`config.mk`:
```
export PLATFORM = sky130hd
export DESIGN_NAME = sar_search
export DESIGN_NICKNAME = d
export VERILOG_FILES = /design/src/rtl/sar_pkg.sv /design/src/rtl/sar_search.sv
export SDC_FILE = /design/constraint.sdc
export NUM_CORES = 1
export LEC_CHECK = 0
export CORE_MARGIN = 2
export CORE_UTILIZATION = 49
export DETAILED_ROUTE_END_ITERATION = 8
export GPL_ROUTABILITY_DRIVEN = 1
export GPL_TIMING_DRIVEN = 0
export PLACE_DENSITY = 0.82
export SLEW_MARGIN = 20
export SYNTH_ARGS = -nofsm -noshare
export SYNTH_HDL_FRONTEND = slang
export SYNTH_SLANG_ARGS = --single-unit
```
`constraint.sdc`:
```
create_clock -name clk -period 2.97 [get_ports clk]
set_input_delay 0.4455 -clock clk [delete_from_list [all_inputs] [get_ports clk]]
set_output_delay 0.4455 -clock clk [all_outputs]
set_load 0.01 [all_outputs]
```
`src/rtl/sar_pkg.sv`:
```
// Shared types and defaults for the successive-approximation search block.
package sar_pkg;

  localparam int DEFAULT_WIDTH = 4;

  typedef enum logic [1:0] {
    ST_IDLE   = 2'd0,
    ST_SEARCH = 2'd1,
    ST_VERIFY = 2'd2,
    ST_DONE   = 2'd3
  } state_t;

endpackage

```
`src/rtl/sar_search.sv`:
```
// Successive-approximation search against an external comparator, MSB first.
// Optional macro SAR_SEARCH_EARLY_EXIT_EN: finish as soon as the comparator reports equality.
import sar_pkg::*;

module sar_search #(
  parameter int WIDTH = DEFAULT_WIDTH
) (
  input  logic             clk,
  input  logic             rst_n,
  input  logic             start,
  output logic [WIDTH-1:0] trial,
  input  logic             cmp_eq,
  input  logic             cmp_gt,
  input  logic             cmp_lt,
  output logic             busy,
  output logic             done,
  output logic [WIDTH-1:0] result,
  output logic             found,
  output logic             err,
  output logic [1:0]       dbg_state
);

  localparam int IW = (WIDTH > 1) ? $clog2(WIDTH) : 1;

  state_t            state;
  logic [IW-1:0]     bit_idx;
  logic [WIDTH-1:0]  bit_mask;
  logic              one_hot;
  logic              gt_ok;
  logic              eq_ok;

  // Comparator handshake: cmp_* answer the current trial in the same cycle;
  // trial itself depends only on registered state, so there is no loop.
  assign bit_mask = {{(WIDTH-1){1'b0}}, 1'b1} << bit_idx;
  assign trial    = (state == ST_SEARCH) ? (result | bit_mask) : result;

  // A malformed response counts as neither gt nor eq.
  assign one_hot = (cmp_eq ^ cmp_gt ^ cmp_lt) & ~(cmp_eq & cmp_gt & cmp_lt);
  assign gt_ok   = one_hot & cmp_gt;
  assign eq_ok   = one_hot & cmp_eq;

  assign busy      = (state == ST_SEARCH) || (state == ST_VERIFY);
  assign done      = (state == ST_DONE);
  assign dbg_state = state;

  always_ff @(posedge clk or negedge rst_n) begin
    if (!rst_n) begin
      state   <= ST_IDLE;
      result  <= '0;
      bit_idx <= IW'(WIDTH - 1);
      found   <= 1'b0;
      err     <= 1'b0;
    end else begin
      case (state)
        ST_IDLE: begin
          if (start) begin
            state   <= ST_SEARCH;
            result  <= '0;
            bit_idx <= IW'(WIDTH - 1);
            found   <= 1'b0;
            err     <= 1'b0;
          end
        end
        ST_SEARCH: begin
          if (!one_hot) err <= 1'b1;
`ifdef SAR_SEARCH_EARLY_EXIT_EN
          if (eq_ok) begin
            result <= trial;
            found  <= 1'b1;
            state  <= ST_DONE;
          end else begin
            if (!gt_ok) result <= trial;
            bit_idx <= bit_idx - IW'(1);
            if (bit_idx == '0) state <= ST_VERIFY;
          end
`else
          if (!gt_ok) result <= trial;
          bit_idx <= bit_idx - IW'(1);
          if (bit_idx == '0) state <= ST_VERIFY;
`endif
        end
        ST_VERIFY: begin
          if (!one_hot) err <= 1'b1;
          found <= eq_ok;
          state <= ST_DONE;
        end
        default: begin
          state <= ST_IDLE;
        end
      endcase
    end
  end

endmodule

```
; Yosys cells after proc, flatten, opt, wreduce, memory -nomap -nowiden
; Cells that the tools add are included.
[totals]
ff_bits = 10
input_bits = 6
output_inout_bits = 14
word_cells = 48
[classes]
add_sub_neg = 1
eq_ne = 7
shift = 1
n_mux = 13
bitwise = 9
reduce_logical = 12
[op_table]
columns = operator, count
row1 = 4-bit 2-to-1 mux, 3
row2 = 4-bit case mux with 2 select lines, 1
row3 = 2-bit 2-to-1 mux, 3
row4 = 2-bit != test (second input constant), 3
row5 = 2-bit case mux with 3 select lines, 1
row6 = 2-bit AND reduction, 3
row7 = 3-bit AND reduction, 2
row8 = 2-bit nonzero test, 3
row9 = 1-bit bitwise AND, 5
row10 = 2-bit equality test (second input constant), 2
row11 = 2-bit zero test, 2
row12 = 4-bit OR, 1
row13 = 1-bit case mux with 2 select lines, 2
row14 = 2-bit case mux with 2 select lines, 1
row15 = 1-bit by 2-bit << shifter with 4-bit output (first input constant), 1
row16 = 2-bit by 1-bit equality test with 1-bit output (second input constant), 1
row17 = 1-bit 2-to-1 mux, 2
row18 = 2-bit by 1-bit != test with 1-bit output (second input constant), 1
row19 = 2-bit OR reduction, 1
row20 = 2-bit by 1-bit subtractor with 2-bit output (second input constant), 1
row21 = 1-bit bitwise XOR, 2
row22 = 1-bit logical OR, 1
row23 = 1-bit NOT, 1

; Longest topological paths before layout
; Gate-level depths: netlist of the first run.
[logic_depth]
ltp_word = 7
depth_mapped = 5

; Least setup slack after synthesis of the first run
; No wires, ideal clock.
[synth_path]
path_kind = register -> output
startpoint = reg state[1], in the netlist dbg_state[1]
endpoint = out trial[1]
t_arrival_ps = 1136
required_ps = 2525
setup_slack_ps = 1388
path_stages_with_launch = 6
cell_sequence = dfrtp_1 > inv_1 > ha_1 > buf_2 > nand2_1 > nand2b_1
[synth_via]
elab_chain_len = 2
[synth_lines]
columns = item, line_no
row1 = "start, declared", sar_search.sv:25  ; state_t state;
row2 = "start signal, assigned", sar_search.sv:48  ; state <= ST_IDLE;
row3 = "start signal, assigned", sar_search.sv:57  ; state <= ST_SEARCH;
row4 = "start signal, assigned", sar_search.sv:79  ; if (bit_idx == '0) state <= ST_VERIFY;
row5 = 2-bit by 1-bit equality test with 1-bit output, sar_search.sv:35  ; assign trial = (state == ST_SEARCH) ? (result | bit_mask) : result;
row6 = 4-bit 2-to-1 mux, sar_search.sv:35
row7 = "end, declared", sar_search.sv:11  ; output logic [WIDTH-1:0] trial,
; No other way between the ends.

; Worst setup path after layout of the first run
; Same ends and word-level chain as after synthesis.

==> run metrics, run 1 <==
status=finished clean; final setup fails=0; GR Layer Usage met2=0.309; Crit Path Category=flip-flop to output pin; Mapped Cells=70; Total GRT Usage=0.191; part of the power in combinational logic=0.594; FP Rows=13; Reg2Reg Setup Slack=approximately 1.4 ns; Critical Path Start=dbg_state[1]; Final Hold Fails=0; gpl congestion=0.783; Pre-antenna DRT Iters=2; clock power share=0.132; Reg area=253 um2; PortBufs=19; die height=41.6 um; Least-Margin Pin Slew=between 0.4 and 0.5 ns; Synth Register Bits=10; Die Wd=41.6 um; CP max FO=10; Synth async-reset ratio=1.00; Final nets=110; WL/cell=13.6 um; TritonCTS clock tree=built; vias in the first global route=582; largest buffer count on any clock path=2; Post-Route Utilization=0.712; CTS Hold Buffers Added=0; CORE AREA=1320 um2; commonest non-fill, non-tap cell in the layout=clkdlybuf4s50_1; remaining antenna violation count=0; Critical Path RT=about 2.5 ns; largest cells by area after synthesis=dfrtp_1, ha_1, dfstp_2; global-route wire length before repair=2.49 mm; sequential share of power=0.274; met3 GRT Util=0.0435; DP Wirelength=between 1 and 1.5 mm; initial antenna violation count=0; Startpoint Class=flip-flop; Clock Latency Late Sink=between 0.2 and 0.3 ns; Cell Pwr Density=1010 nW/um2; clock sink count=10; Final Cycle Share=0.831; Synth top area share=0.289; Arr. time, crit path=between 2 and 2.5 ns; Max rail drop VDD=727 uV; layout cells sized above 1=0.151; fin area=938 um2; syn nets=86; final setup skew=between 0.0015 and 0.002 ns; cell area after synthesis=693 um2; Internal Power=between 0.0005 and 0.0006 W; Die Area=~1700 um2; Worst slew margin=0.695; cts bufs inserted=3; area of the multi-input gates=just over 400 um2; Synth area leader=dfrtp_1; met1 Use GR=0.243; Root Driver=clkbuf_4; fmax=405 MHz; largest net degree at the start of global routing=11; Worst-path clk slew=0.07 ns; Vias=between 500 and 600; Switch Pwr=approximately 0.00037 W; min cycle time layout=~2.5 ns; Resized Gates After CTS=0; number of remaining DRC errors=0; Congestion Overflow GR=0; Netlist cell types=27; most frequent cells in the layout=clkdlybuf4s50_1, ha_1, dfrtp_1; fillers=99; Max-cap violations=0; Pins Over Slew Limit=0; ant diodes=0; GR peak layer=met2; Placed Area=902 um2; register area share after synthesis=0.365; Leak=around 0.45 nW; CP endpoint kind=output pin; synthesis-to-finish area growth=35.4%; total wire length=1.47 mm; Initial DRC Count=19; initial core utilization=0.526; Reg2Reg Launch Point=dbg_state[1]; Hold Crit Class=input port to asynchronous set/reset pin; I/O pins=20; Switching Share=0.393; yosys warns=0; H-tree Lvls=1; RSZ-0062 raised after global routing=no; number of enable flip-flop cells after synthesis=0; Via density=~5.5; setup TNS=0 ns; setup bufs post-CTS=0; top_reg_cell synth=dfrtp_1; Mean Syn Cell Area=9.90 um2
-- Yosys cell counts (2+ instances only) --
library cell,instances
nand3_1,2
mux2_2,2
ha_1,10
o21ai_0,7
a31oi_1,3
dfstp_2,2
inv_1,7
dfrtp_1,8
a21oi_1,2
a21o_1,3
nand2_1,4
nand2b_1,4
nor2_1,2
-- metrics by stage --
stage / setup WS (ns) / total power [W] / cells / hold slack [ns]
2_1_floorplan: 1.39 / 0.000578 / 70 / 0.150
3_3_place_gp: 0.821 / 0.000806 / 104 / 0.501
3_5_place_dp: 0.797 / 0.000828 / 104 / 0.525
4_1_cts: 0.495 / 0.000957 / 108 / 0.508
5_1_grt: 0.342 / 0.00102 / 108 / 0.548
6_report: 0.501 / 0.000950 / 108 / 0.491
-- power groups by stage --
stage	Sequential, W	Clock, W	Combinational, W
floorplan	0.000273	0	0.000305
global placement	0.000258	0	0.000548
detailed placement	0.000263	0	0.000565
CTS	0.000261	0.000128	0.000568
global route	0.000269	0.000133	0.000622
finish	0.000261	0.000125	0.000564
-- worst paths after layout --
kind	to	cells past startpoint
setup / recovery	trial[1]	6
hold / removal	result[2]	1
setup reg to reg	dbg_state[1]	5
hold reg to reg	result[1]	2
max in group asynchronous	bit_idx[0]	1
min in group clk	result[1]	2
-- flip-flops by register name (all words and copies together), names as in the netlist --
signal	flops
bit_idx	2
found	1
dbg_state	2
err	1
result	4
-- layer usage --
layer	routed length (um)	up-vias
li1	-	294
met1	677	279
met2	715	17
met3	60	2
met4	11	0
met5	0	-
-- cells by family (layout without fill, tap and decap cells) --
kind of cell / Yosys count / count (layout) / synth area share
AO/OA/AOI/OAI: 22 / 22 / 0.213
AND/OR/NAND/NOR: 17 / 17 / 0.150
adder cells (fa/ha/maj): 10 / 10 / 0.181
flip-flops: 10 / 10 / 0.365
buffers and inverters: 8 / 31 / 0.0451
multiplexers: 3 / 3 / 0.0469
-- area by class of cell --
type	instances	area share
multi-input combinational	52	0.436
sequential	10	0.269
timing repair buffer	19	0.203
tap	15	0.0200
inverter	7	0.0280
buffer	1	0.00533
clock buffer	4	0.0387
-- critical path, cell delays in order (launching register included) --
cell and delay [ns]:
dfrtp_1 0.45, inv_1 0.10, ha_1 0.28, buf_2 0.24, nand2_1 0.09, nand2b_1 0.07
clkdlybuf4s50_1 0.52
(Power assumes the default switching activity.)
==> run 2, diff against run 1 <==
- CORE_UTILIZATION: 49 -> 41
- PLACE_DENSITY: 0.82 -> 0.73
- clock period: 2.97 -> 2.2 ns (I/O delays scaled with it)
==> run metrics, run 2 (same netlist as run 1, synthesis figures left out) <==
status=finished clean; CTS Hold Buffers Added=0; Die Area=2040 um2; initial antenna violation count=0; Arr. time, crit path=1.79 ns; setup bufs post-CTS=0; H-tree Lvls=1; Final nets=110; Congestion Overflow GR=0; final setup skew=approximately 0.0043 ns; synthesis-to-finish area growth=38.4%; gpl congestion=0.754; Pre-antenna DRT Iters=4; Die Wd=45.1 um; CP peak stage delay=between 0.5 and 0.6 ns; Vias=about 600; Root Driver=clkbuf_4; clock sink count=10; crit path cell chain=inv_1, ha_1, a21o_1, clkdlybuf4s50_1; ant diodes=0; Final Cycle Share=0.963; area of the multi-input gates=422 um2; Leak=about 0.46 nW; max FFs per register=4; Crit Path Category=flip-flop to output pin; commonest non-fill, non-tap cell in the layout=clkdlybuf4s50_1; CP delay by family, top=flip-flops; Critical Path RT=1.87 ns; Worst-path clk slew=0.07 ns; PortBufs=19; Power Total=0.00129 W; setup TNS=0 ns; WL/cell=around 13 um; Via density=between 5 and 6; Reg area=roughly 260 um2; die height=approximately 45 um; CP endpoint kind=output pin; min cycle time layout=2.12 ns; FP Rows=14; Max rail drop VDD=866 uV; Hold Crit Class=input port to asynchronous set/reset pin; Total GRT Usage=0.169; fillers=136; CORE AREA=1540 um2; fmax=472 MHz; vias in the first global route=582; number of remaining DRC errors=0; worst slack at placement=0.137 ns; RSZ-0062 raised after global routing=no; largest net degree at the start of global routing=11; Cell Pwr Density=1350 nW/um2; CP max FO=5; Resized Gates After CTS=3; Least-Margin Pin Slew=approximately 0.47 ns; CP max stage cell=dfstp_2; Clock Latency Late Sink=between 0.2 and 0.3 ns; layout cells sized above 1=0.194; Pins Over Slew Limit=0; final setup fails=0; Initial DRC Count=15; most frequent cells in the layout=clkdlybuf4s50_1, ha_1, o21ai_0; Worst slew margin=0.686; final worst slack=0.0808 ns; Startpoint Class=flip-flop; total wire length=~1.5 mm; initial core utilization=0.450; remaining antenna violation count=0; number of buffers and inverters on the critical path=2; register with the most flip-flops=result; global-route wire length before repair=~2.5 mm; TritonCTS clock tree=built; DP Wirelength=1.09 mm; Max-cap violations=0; largest buffer count on any clock path=2; cts bufs inserted=3; Final Hold Fails=0; I/O pins=20
[run 2: layer usage]
metal,GRT usage,vias to the layer above,share of wire
li1,-,295,-
met1,0.204,275,0.46
met2,0.280,15,0.48
met3,0.0520,2,0.046
met4,0.0647,0,0.0097
met5,0,-,0
[run 2: path summary, 6_finish.rpt]
kind | startpoint | endpoint | slack (ns) | depth (start not counted)
max in group asynchronous | rst_n | dbg_state[1] | 1.46 | 1
worst min register to register | bit_idx[1] | bit_idx[1] | 0.53 | 2
min in group clk | bit_idx[1] | bit_idx[1] | 0.53 | 2
worst max register to register | dbg_state[0] | found | 0.59 | 5
worst max-delay path | bit_idx[0] | trial[0] | 0.08 | 4
worst min-delay path | rst_n | result[2] | 0.39 | 1
[run 2: through the flow]
stage | hold slack [ns] | instance area (um2) | utilization | cells
3_3_place_gp | 0.504 | 903 | 0.586 | 105
4_1_cts | 0.397 | 955 | 0.619 | 109
3_5_place_dp | 0.519 | 903 | 0.586 | 105
6_report | 0.387 | 960 | 0.623 | 109
5_1_grt | 0.420 | 960 | 0.623 | 109
2_1_floorplan | 0.0344 | 693 | - | 70
[run 2: worst register-to-register path: stages, from the launching register on]
cell and delay, ns:
dfrtp_2 0.46, inv_1 0.10, ha_1 0.31, nand2b_1 0.20
a211oi_2 0.05, or3_1 0.36
[run 2: power by group]
group,switching (W),leakage [nW],internal (W)
Combinational,0.000358,0.323,0.000413
Clock,0.0000633,0.0210,0.000100
Sequential,0.0000804,0.120,0.000279
[run 2: cell type report]
cell class,count,share of cell area
Timing Repair Buffer,19,0.201
Tap cell,16,0.0209
Inverter,7,0.0274
Buffer,1,0.00782
Sequential cell,10,0.266
Multi-Input combinational cell,52,0.439
Clock buffer,4,0.0378
